File: src/rtl/cordic_multimode_if.sv
// Sample/result bundle for cordic_multimode: valid-qualified input vector plus mode tag,
// and the matching valid-qualified result. There is no backpressure in either direction.
interface cordic_multimode_if #(
    parameter int BW = 16,
    parameter int AW = 32
);
    // Handshake: a sample is taken on every rising clk edge where in_valid=1 (no ready);
    // a result is presented on every cycle where out_valid=1 and must be taken then.
    logic                 in_valid;
    logic                 in_mode;
    logic signed [BW-1:0] xin;
    logic signed [BW-1:0] yin;
    logic [AW-1:0]        theta;
    logic                 out_valid;
    logic                 out_mode;
    logic signed [BW+1:0] xout;
    logic signed [BW+1:0] yout;
    logic [AW-1:0]        zout;

    modport master (
        output in_valid, in_mode, xin, yin, theta,
        input  out_valid, out_mode, xout, yout, zout
    );

    modport slave (
        input  in_valid, in_mode, xin, yin, theta,
        output out_valid, out_mode, xout, yout, zout
    );
endinterface

File: src/rtl/cordic_multimode.sv
// Fully pipelined rotation/vectoring CORDIC with a per-sample mode tag.
// Define CORDIC_GAIN_COMP_EN to add a 1/K gain-compensation output stage (one extra cycle).
module cordic_multimode #(
    parameter int BW  = 16,
    parameter int AW  = 32,
    parameter int STG = 16
) (
    input logic clk,
    input logic rst,
    cordic_multimode_if.slave io
);
    localparam int XW = BW + 2;
    localparam int SH = 32 - AW;

    // atan(2^-i) as a fraction of a full turn, scaled to 2^32
    localparam logic [31:0] ATAN32 [0:30] = '{
        32'h20000000, 32'h12E4051E, 32'h09FB385B, 32'h051111D4,
        32'h028B0D43, 32'h0145D7E1, 32'h00A2F61E, 32'h00517C55,
        32'h0028BE53, 32'h00145F2F, 32'h000A2F98, 32'h000517CC,
        32'h00028BE6, 32'h000145F3, 32'h0000A2FA, 32'h0000517D,
        32'h000028BE, 32'h0000145F, 32'h00000A30, 32'h00000518,
        32'h0000028C, 32'h00000146, 32'h000000A3, 32'h00000051,
        32'h00000029, 32'h00000014, 32'h0000000A, 32'h00000005,
        32'h00000003, 32'h00000001, 32'h00000001
    };

    function automatic logic [AW-1:0] atan_aw(input int i);
        logic [32:0] tmp;
        tmp = ({1'b0, ATAN32[i]} + ((33'd1 << SH) >> 1)) >> SH;
        return tmp[AW-1:0];
    endfunction

    logic signed [XW-1:0] xs [0:STG];
    logic signed [XW-1:0] ys [0:STG];
    logic [AW-1:0]        zs [0:STG];
    logic                 vs [0:STG];
    logic                 ms [0:STG];

    logic signed [XW-1:0] xe, ye, x0_n, y0_n;
    logic [AW-1:0]        z0_n;
    logic signed [XW-1:0] xn [0:STG-1];
    logic signed [XW-1:0] yn [0:STG-1];
    logic [AW-1:0]        zn [0:STG-1];

    // Stage 0 folds the vector into the right half-plane so the micro-rotations converge
    always_comb begin
        xe   = {{2{io.xin[BW-1]}}, io.xin};
        ye   = {{2{io.yin[BW-1]}}, io.yin};
        x0_n = xe;
        y0_n = ye;
        z0_n = io.theta;
        if (io.in_mode) begin
            z0_n = '0;
            if (xe[XW-1]) begin
                if (!ye[XW-1]) begin
                    x0_n = ye;
                    y0_n = -xe;
                    z0_n = {2'b01, {(AW-2){1'b0}}};
                end else begin
                    x0_n = -ye;
                    y0_n = xe;
                    z0_n = {2'b11, {(AW-2){1'b0}}};
                end
            end
        end else begin
            case (io.theta[AW-1:AW-2])
                2'b01: begin
                    x0_n = -ye;
                    y0_n = xe;
                    z0_n = {2'b00, io.theta[AW-3:0]};
                end
                2'b10: begin
                    x0_n = ye;
                    y0_n = -xe;
                    z0_n = {2'b11, io.theta[AW-3:0]};
                end
                default: ;
            endcase
        end
    end

    always_comb begin
        for (int i = 0; i < STG; i++) begin
            if (ms[i] ? ~ys[i][XW-1] : zs[i][AW-1]) begin
                xn[i] = xs[i] + (ys[i] >>> i);
                yn[i] = ys[i] - (xs[i] >>> i);
                zn[i] = zs[i] + atan_aw(i);
            end else begin
                xn[i] = xs[i] - (ys[i] >>> i);
                yn[i] = ys[i] + (xs[i] >>> i);
                zn[i] = zs[i] - atan_aw(i);
            end
        end
    end

    // Data registers only load behind a valid, so idle cycles hold the last result
    always_ff @(posedge clk) begin
        if (rst) begin
            for (int i = 0; i <= STG; i++) begin
                xs[i] <= '0;
                ys[i] <= '0;
                zs[i] <= '0;
                vs[i] <= 1'b0;
                ms[i] <= 1'b0;
            end
        end else begin
            vs[0] <= io.in_valid;
            if (io.in_valid) begin
                xs[0] <= x0_n;
                ys[0] <= y0_n;
                zs[0] <= z0_n;
                ms[0] <= io.in_mode;
            end
            for (int i = 0; i < STG; i++) begin
                vs[i+1] <= vs[i];
                if (vs[i]) begin
                    xs[i+1] <= xn[i];
                    ys[i+1] <= yn[i];
                    zs[i+1] <= zn[i];
                    ms[i+1] <= ms[i];
                end
            end
        end
    end

`ifdef CORDIC_GAIN_COMP_EN
    localparam logic signed [17:0] KINV = 18'sd39797;

    logic signed [XW+17:0] px, py;
    logic signed [XW-1:0]  gx, gy;
    logic [AW-1:0]         gz;
    logic                  gv, gm;

    assign px = (XW+18)'(xs[STG]) * (XW+18)'(KINV);
    assign py = (XW+18)'(ys[STG]) * (XW+18)'(KINV);

    // Taking bits above 16 of the product is an arithmetic shift, i.e. floor
    always_ff @(posedge clk) begin
        if (rst) begin
            gx <= '0;
            gy <= '0;
            gz <= '0;
            gv <= 1'b0;
            gm <= 1'b0;
        end else begin
            gv <= vs[STG];
            if (vs[STG]) begin
                gx <= px[XW+15:16];
                gy <= py[XW+15:16];
                gz <= zs[STG];
                gm <= ms[STG];
            end
        end
    end

    assign io.out_valid = gv;
    assign io.out_mode  = gm;
    assign io.xout      = gx;
    assign io.yout      = gy;
    assign io.zout      = gz;
`else
    assign io.out_valid = vs[STG];
    assign io.out_mode  = ms[STG];
    assign io.xout      = xs[STG];
    assign io.yout      = ys[STG];
    assign io.zout      = zs[STG];
`endif
endmodule

File: src/flat_wrapper.sv
// flat-port wrapper written by rule: the top's interface ports become plain ports
module cordic_multimode_flat 
#(
    parameter int BW  = 16,
    parameter int AW  = 32,
    parameter int STG = 16
)
  (clk, rst, io_in_valid, io_in_mode, io_xin, io_yin, io_theta, io_out_valid, io_out_mode, io_xout, io_yout, io_zout);
  cordic_multimode_if #(.BW(BW), .AW(AW)) io_i ();
  input logic clk;
  input logic rst;
  input wire logic [$bits(io_i.in_valid)-1:0] io_in_valid;
  input wire logic [$bits(io_i.in_mode)-1:0] io_in_mode;
  input wire logic [$bits(io_i.xin)-1:0] io_xin;
  input wire logic [$bits(io_i.yin)-1:0] io_yin;
  input wire logic [$bits(io_i.theta)-1:0] io_theta;
  output wire logic [$bits(io_i.out_valid)-1:0] io_out_valid;
  output wire logic [$bits(io_i.out_mode)-1:0] io_out_mode;
  output wire logic [$bits(io_i.xout)-1:0] io_xout;
  output wire logic [$bits(io_i.yout)-1:0] io_yout;
  output wire logic [$bits(io_i.zout)-1:0] io_zout;
  assign io_i.in_valid = io_in_valid;
  assign io_i.in_mode = io_in_mode;
  assign io_i.xin = io_xin;
  assign io_i.yin = io_yin;
  assign io_i.theta = io_theta;
  assign io_out_valid = io_i.out_valid;
  assign io_out_mode = io_i.out_mode;
  assign io_xout = io_i.xout;
  assign io_yout = io_i.yout;
  assign io_zout = io_i.zout;
  cordic_multimode #(.BW(BW), .AW(AW), .STG(STG)) u_core (.clk(clk), .rst(rst), .io(io_i));
endmodule
File: config.mk
export PLATFORM = sky130hd
export DESIGN_NAME = cordic_multimode_flat
export DESIGN_NICKNAME = d
export VERILOG_FILES = /design/src/rtl/cordic_multimode_if.sv /design/src/rtl/cordic_multimode.sv /design/src/flat_wrapper.sv
export SDC_FILE = /design/constraint.sdc
export NUM_CORES = 2
export LEC_CHECK = 0
export BUFFER_PORTS_ARGS = -buffer_cell sky130_fd_sc_hd__buf_2
export CORE_MARGIN = 4
export CORE_UTILIZATION = 65
export DETAILED_ROUTE_END_ITERATION = 10
export PLACE_DENSITY = 0.83
export SETUP_SLACK_MARGIN = 0.05
export SYNTH_ARGS = -nofsm -noshare
export SYNTH_HDL_FRONTEND = slang
export SYNTH_SLANG_ARGS = --single-unit
File: constraint.sdc
create_clock -name clk -period 5.7 [get_ports clk]
set_input_delay 0.57 -clock clk [delete_from_list [all_inputs] [get_ports clk]]
set_output_delay 0.57 -clock clk [all_outputs]
set_load 0.02 [all_outputs]
==> impl_summary.log <==
[metrics] number of resized instances in the post-cts repair step: 0
[metrics] RSZ-0062 raised after global routing: false
[metrics] Seq. cell area: 0.03553 sq mm
[metrics] Leakage Power: 44.20 nW
[metrics] syn avg cell area: 9.314 sq um
[metrics] area of the mapped netlist: 0.09678 sq mm
[metrics] Worst R2R End: u_core.ys[0][268]$_SDFFCE_PP0P_
[metrics] critical path start-end classification: reg2reg
[metrics] Worst R2R Setup Slack: 0.69 ns
[metrics] die width: 393.9 um
[metrics] total congestion overflow after global routing: 0
[metrics] post-route DRC violation count: 0
[metrics] per-cell via count in the routed design: 6.279
[metrics] CTS Buf Count: 136
[metrics] I/O pins: 138
[metrics] cell type with the highest aggregate area in the netlist: sky130_fd_sc_hd__edfxtp_1
[metrics] total setup violations reported at the end of the flow: 0
[metrics] endpoint class of the critical path: register
[metrics] clock insertion delay at the later pin of the skew report: 0.80 ns
[metrics] sequential fraction of the synthesis area: 0.3672
[metrics] number of cells on the worst hold path: 2
[metrics] launch point of the worst hold path: io_theta[7]
[metrics] post-synthesis instance total: 10390
[metrics] utilization after layout: 0.7011
[metrics] max-cap check violation count: 0
[metrics] most frequent standard cell in the layout excluding fill and tap cells: sky130_fd_sc_hd__nor2_1
[metrics] P per Cell Area: 631.6 mW/mm^2
[metrics] first-pass detailed-route iteration total: 6
[metrics] cells along the critical path: inv_1 > mux2_2 > clkinv_1 > nor2_1 > a21oi_1 > ha_1 > a21o_1 > a21o_1 > a21o_1 > a21o_1 > a2111oi_0 > nor3_1 > a31oi_1 > xor2_1 > nor2_1
[metrics] worst-case reg-to-reg path depth: 15
[metrics] floorplan die area: 0.1551 sq mm
[metrics] total routing usage reported by global routing: 0.2959
[metrics] number of unique standard cell types used by synthesis: 98
[metrics] run status: complete, no violations
[metrics] sort of element at the start of the critical path: register
[metrics] number of global-route vias before repair: 76160
[metrics] post-route standard cell area excluding fillers: 0.1036 sq mm
[metrics] global-route wire length before repair: 384200 um
[metrics] remaining antenna violation count: 0
[metrics] count of pins over their slew limit: 0
[metrics] critical path's largest stage delay: 0.59 ns
[metrics] htree depth: 4
[metrics] Final HPWL DP: 178100 um
[metrics] post-CTS clock slew at the launch and capture registers of the worst setup and hold paths: 0.06 ns
[metrics] count of buffers from port buffering: 137
[metrics] wire per inst: 18.98 um
[metrics] Placed Area: 0.09912 sq mm
[metrics] Async SR Flop Fraction: 0
[metrics] Critical-path top delay cell: sky130_fd_sc_hd__clkinv_1
[metrics] Hold Crit Endpoint: u_core.zs[0][7]$_SDFFCE_PP0P_
[metrics] number of cells in the finished layout apart from fillers: 12450
[metrics] number of warning messages in the yosys log: 0
[metrics] ratio of final minimum period to clock period: 0.8794
[metrics] TritonCTS clock tree: built
[metrics] crit path DAT: 5.55 ns
[metrics] post-route total power: 65.47 mW
[metrics] highest-count cells in the layout ignoring fill and taps: sky130_fd_sc_hd__nor2_1, sky130_fd_sc_hd__edfxtp_1, sky130_fd_sc_hd__ha_1
[metrics] synthesized net count: 11580
[metrics] share of final-layout standard cells stronger than drive strength 1: 0.05241
[metrics] total number of vias: 78140
[metrics] Max VDD drop: 0.4041 mV
[metrics] critical path peak fanout: 18
[metrics] clock period minus final worst setup slack: 5.013 ns
[metrics] effective utilization at floorplan: 0.6546
[metrics] fmax: 0.1995 GHz
[metrics] startpoint of the worst register-to-register path: u_core.ys[0][251]$_SDFFCE_PP0P_
[metrics] initial antenna violation count: 3
[metrics] maximum number of pins on one net before global-route repair: 122
[metrics] number of nets in the finished design: 11590
[metrics] worst rel slew slack: 0.2536
[metrics] number of enable-type register cells in the synthesized netlist: 1172
[metrics] most frequent cell on the critical path: sky130_fd_sc_hd__a21o_1
[metrics] post-synthesis register bit count: 1189
[metrics] number of endpoints with negative hold slack in the final report: 0
[metrics] Max Clock Skew: 0.02954 ns
[metrics] synth-to-layout area growth: 7.100%
[metrics] final estimated routing congestion in global placement: 0.9277
[metrics] fraction of post-synthesis cell area in the top cell type by area: 0.3637
[metrics] cells taking the most area after synthesis: sky130_fd_sc_hd__edfxtp_1, sky130_fd_sc_hd__ha_1, sky130_fd_sc_hd__nor2_1, sky130_fd_sc_hd__xnor2_1, sky130_fd_sc_hd__a21oi_1
[metrics] Fin Setup TNS: 0 ns
[metrics] Placed Cells incl. Taps: 12180
[metrics] Tightest Pin Transition: 1.118 ns
[metrics] Final Routed Wirelength: 236200 um
[metrics] required time at the worst-slack endpoint: 6.24 ns
[metrics] count of standard-cell rows: 141
[metrics] number of sinks handled by clock tree synthesis: 1189
[metrics] filler cell count: 11220
[metrics] die extent in y: 393.9 um
[metrics] Floorplan Core Area: 0.1478 sq mm
[metrics] CTS Root Cell: sky130_fd_sc_hd__clkbuf_16
[metrics] iteration-0 DRC count of the detailed router: 5979
[metrics] Hold WC Path Type: in2reg
[metrics] flip-flop cell with the highest count after synthesis: sky130_fd_sc_hd__edfxtp_1
[metrics] maximum clock path buffer count: 3
[metrics] area used by multi-input combinational logic: 0.05810 sq mm
## worst max path at each step
stage | slack [ns] | to | startpoint | cells past startpoint
floorplan | 1.00 | u_core.zs[0][414]$_SDFFCE_PP0P_ | u_core.ys[0][215]$_SDFFCE_PP0P_ | 17
detailed placement | 0.79 | u_core.xs[0][269]$_SDFFCE_PP0P_ | u_core.ys[0][251]$_SDFFCE_PP0P_ | 15
CTS | 0.75 | u_core.ys[0][268]$_SDFFCE_PP0P_ | u_core.ys[0][251]$_SDFFCE_PP0P_ | 15
finish | 0.69 | u_core.ys[0][268]$_SDFFCE_PP0P_ | u_core.ys[0][251]$_SDFFCE_PP0P_ | 15
global route | 0.33 | u_core.xs[0][269]$_SDFFCE_PP0P_ | u_core.ys[0][251]$_SDFFCE_PP0P_ | 15
global placement | 0.93 | u_core.xs[0][268]$_SDFFCE_PP0P_ | u_core.ys[0][251]$_SDFFCE_PP0P_ | 17
## layer usage
layer / GRT usage / up-vias / wire length [um]
met2: 0.5128 / 2337 / 114900
met4: 0.09883 / 2 / 6974
met1: 0.3836 / 37360 / 100900
met5: 0 / - / 8
li1: - / 37950 / -
met3: 0.03933 / 493 / 13460
## cells by family after synthesis
| kind of cell | synth area share |
|---|---|
| DFF | 0.3672 |
| xor gates and xnor gates | 0.09638 |
| muxes | 0.007524 |
| adders and majority gates | 0.1491 |
| AOI/OAI and AO/OA | 0.1841 |
| and+or+nand+nor | 0.1627 |
| buffers and inverters | 0.03302 |
## repair_timing
item                                   in CTS  in global routing
hold buffers                               10                  0
setup buffers                               0                  0
endpoints found under the hold margin      10                  0
## area by class of cell
cell class	count	area share
multi-input cells	8406	0.5605
flip-flops and latches	1189	0.3428
clock buffers	160	0.03401
well taps	1930	0.02330
inverters	438	0.01586
repair buffers	231	0.01475
clock inverters	90	0.008728
diodes	1	0.00002414
## critical path, delay by kind of cell, from the launching register on
family	cells	cell delay, ns
flip-flops	1	0.52
XOR/XNOR	1	0.19
multiplexers	1	0.44
AO/OA/AOI/OAI	7	1.65
adder cells (fa/ha/maj)	1	0.39
AND/OR/NAND/NOR	3	0.69
buffers and inverters	2	0.84
## power breakdown
part	switching (mW)	internal (mW)
sequential	2.23	13.3
clock	3.77	5.02
combinational	23.9	17.2
total	29.9	35.6
## sequential cells by signal, summed over array words and instances (netlist names)
signal     flops
u_core.ys    306
u_core.zs    544
u_core.ms     17
u_core.vs     17
u_core.xs    305
## cells in the mapped netlist (all sizes together) (55+ instances only)
master,n
xnor2,599
xor2,466
a31oi,111
and2,188
mux2i,57
buf,84
o21ai,489
o31ai,73
a211oi,91
nand4,65
edfxtp,1172
o21a,97
nor3,277
o21bai,153
or3,101
a21oi,932
nand2,556
and3,99
clkbuf,274
nor2,1440
a21o,437
o211ai,55
nand3,161
inv,433
nor2b,109
nand2b,129
ha,1075
## through the flow
step	setup slack, ns	hold WS, ns
6_report	0.6872	0.06074
5_1_grt	0.3297	0.03487
3_5_place_dp	0.7853	0.4640
3_3_place_gp	0.9283	0.4561
4_1_cts	0.7506	0.0005386
2_1_floorplan	1.003	0.4433
Note: power is estimated with default switching activity, not from simulation.
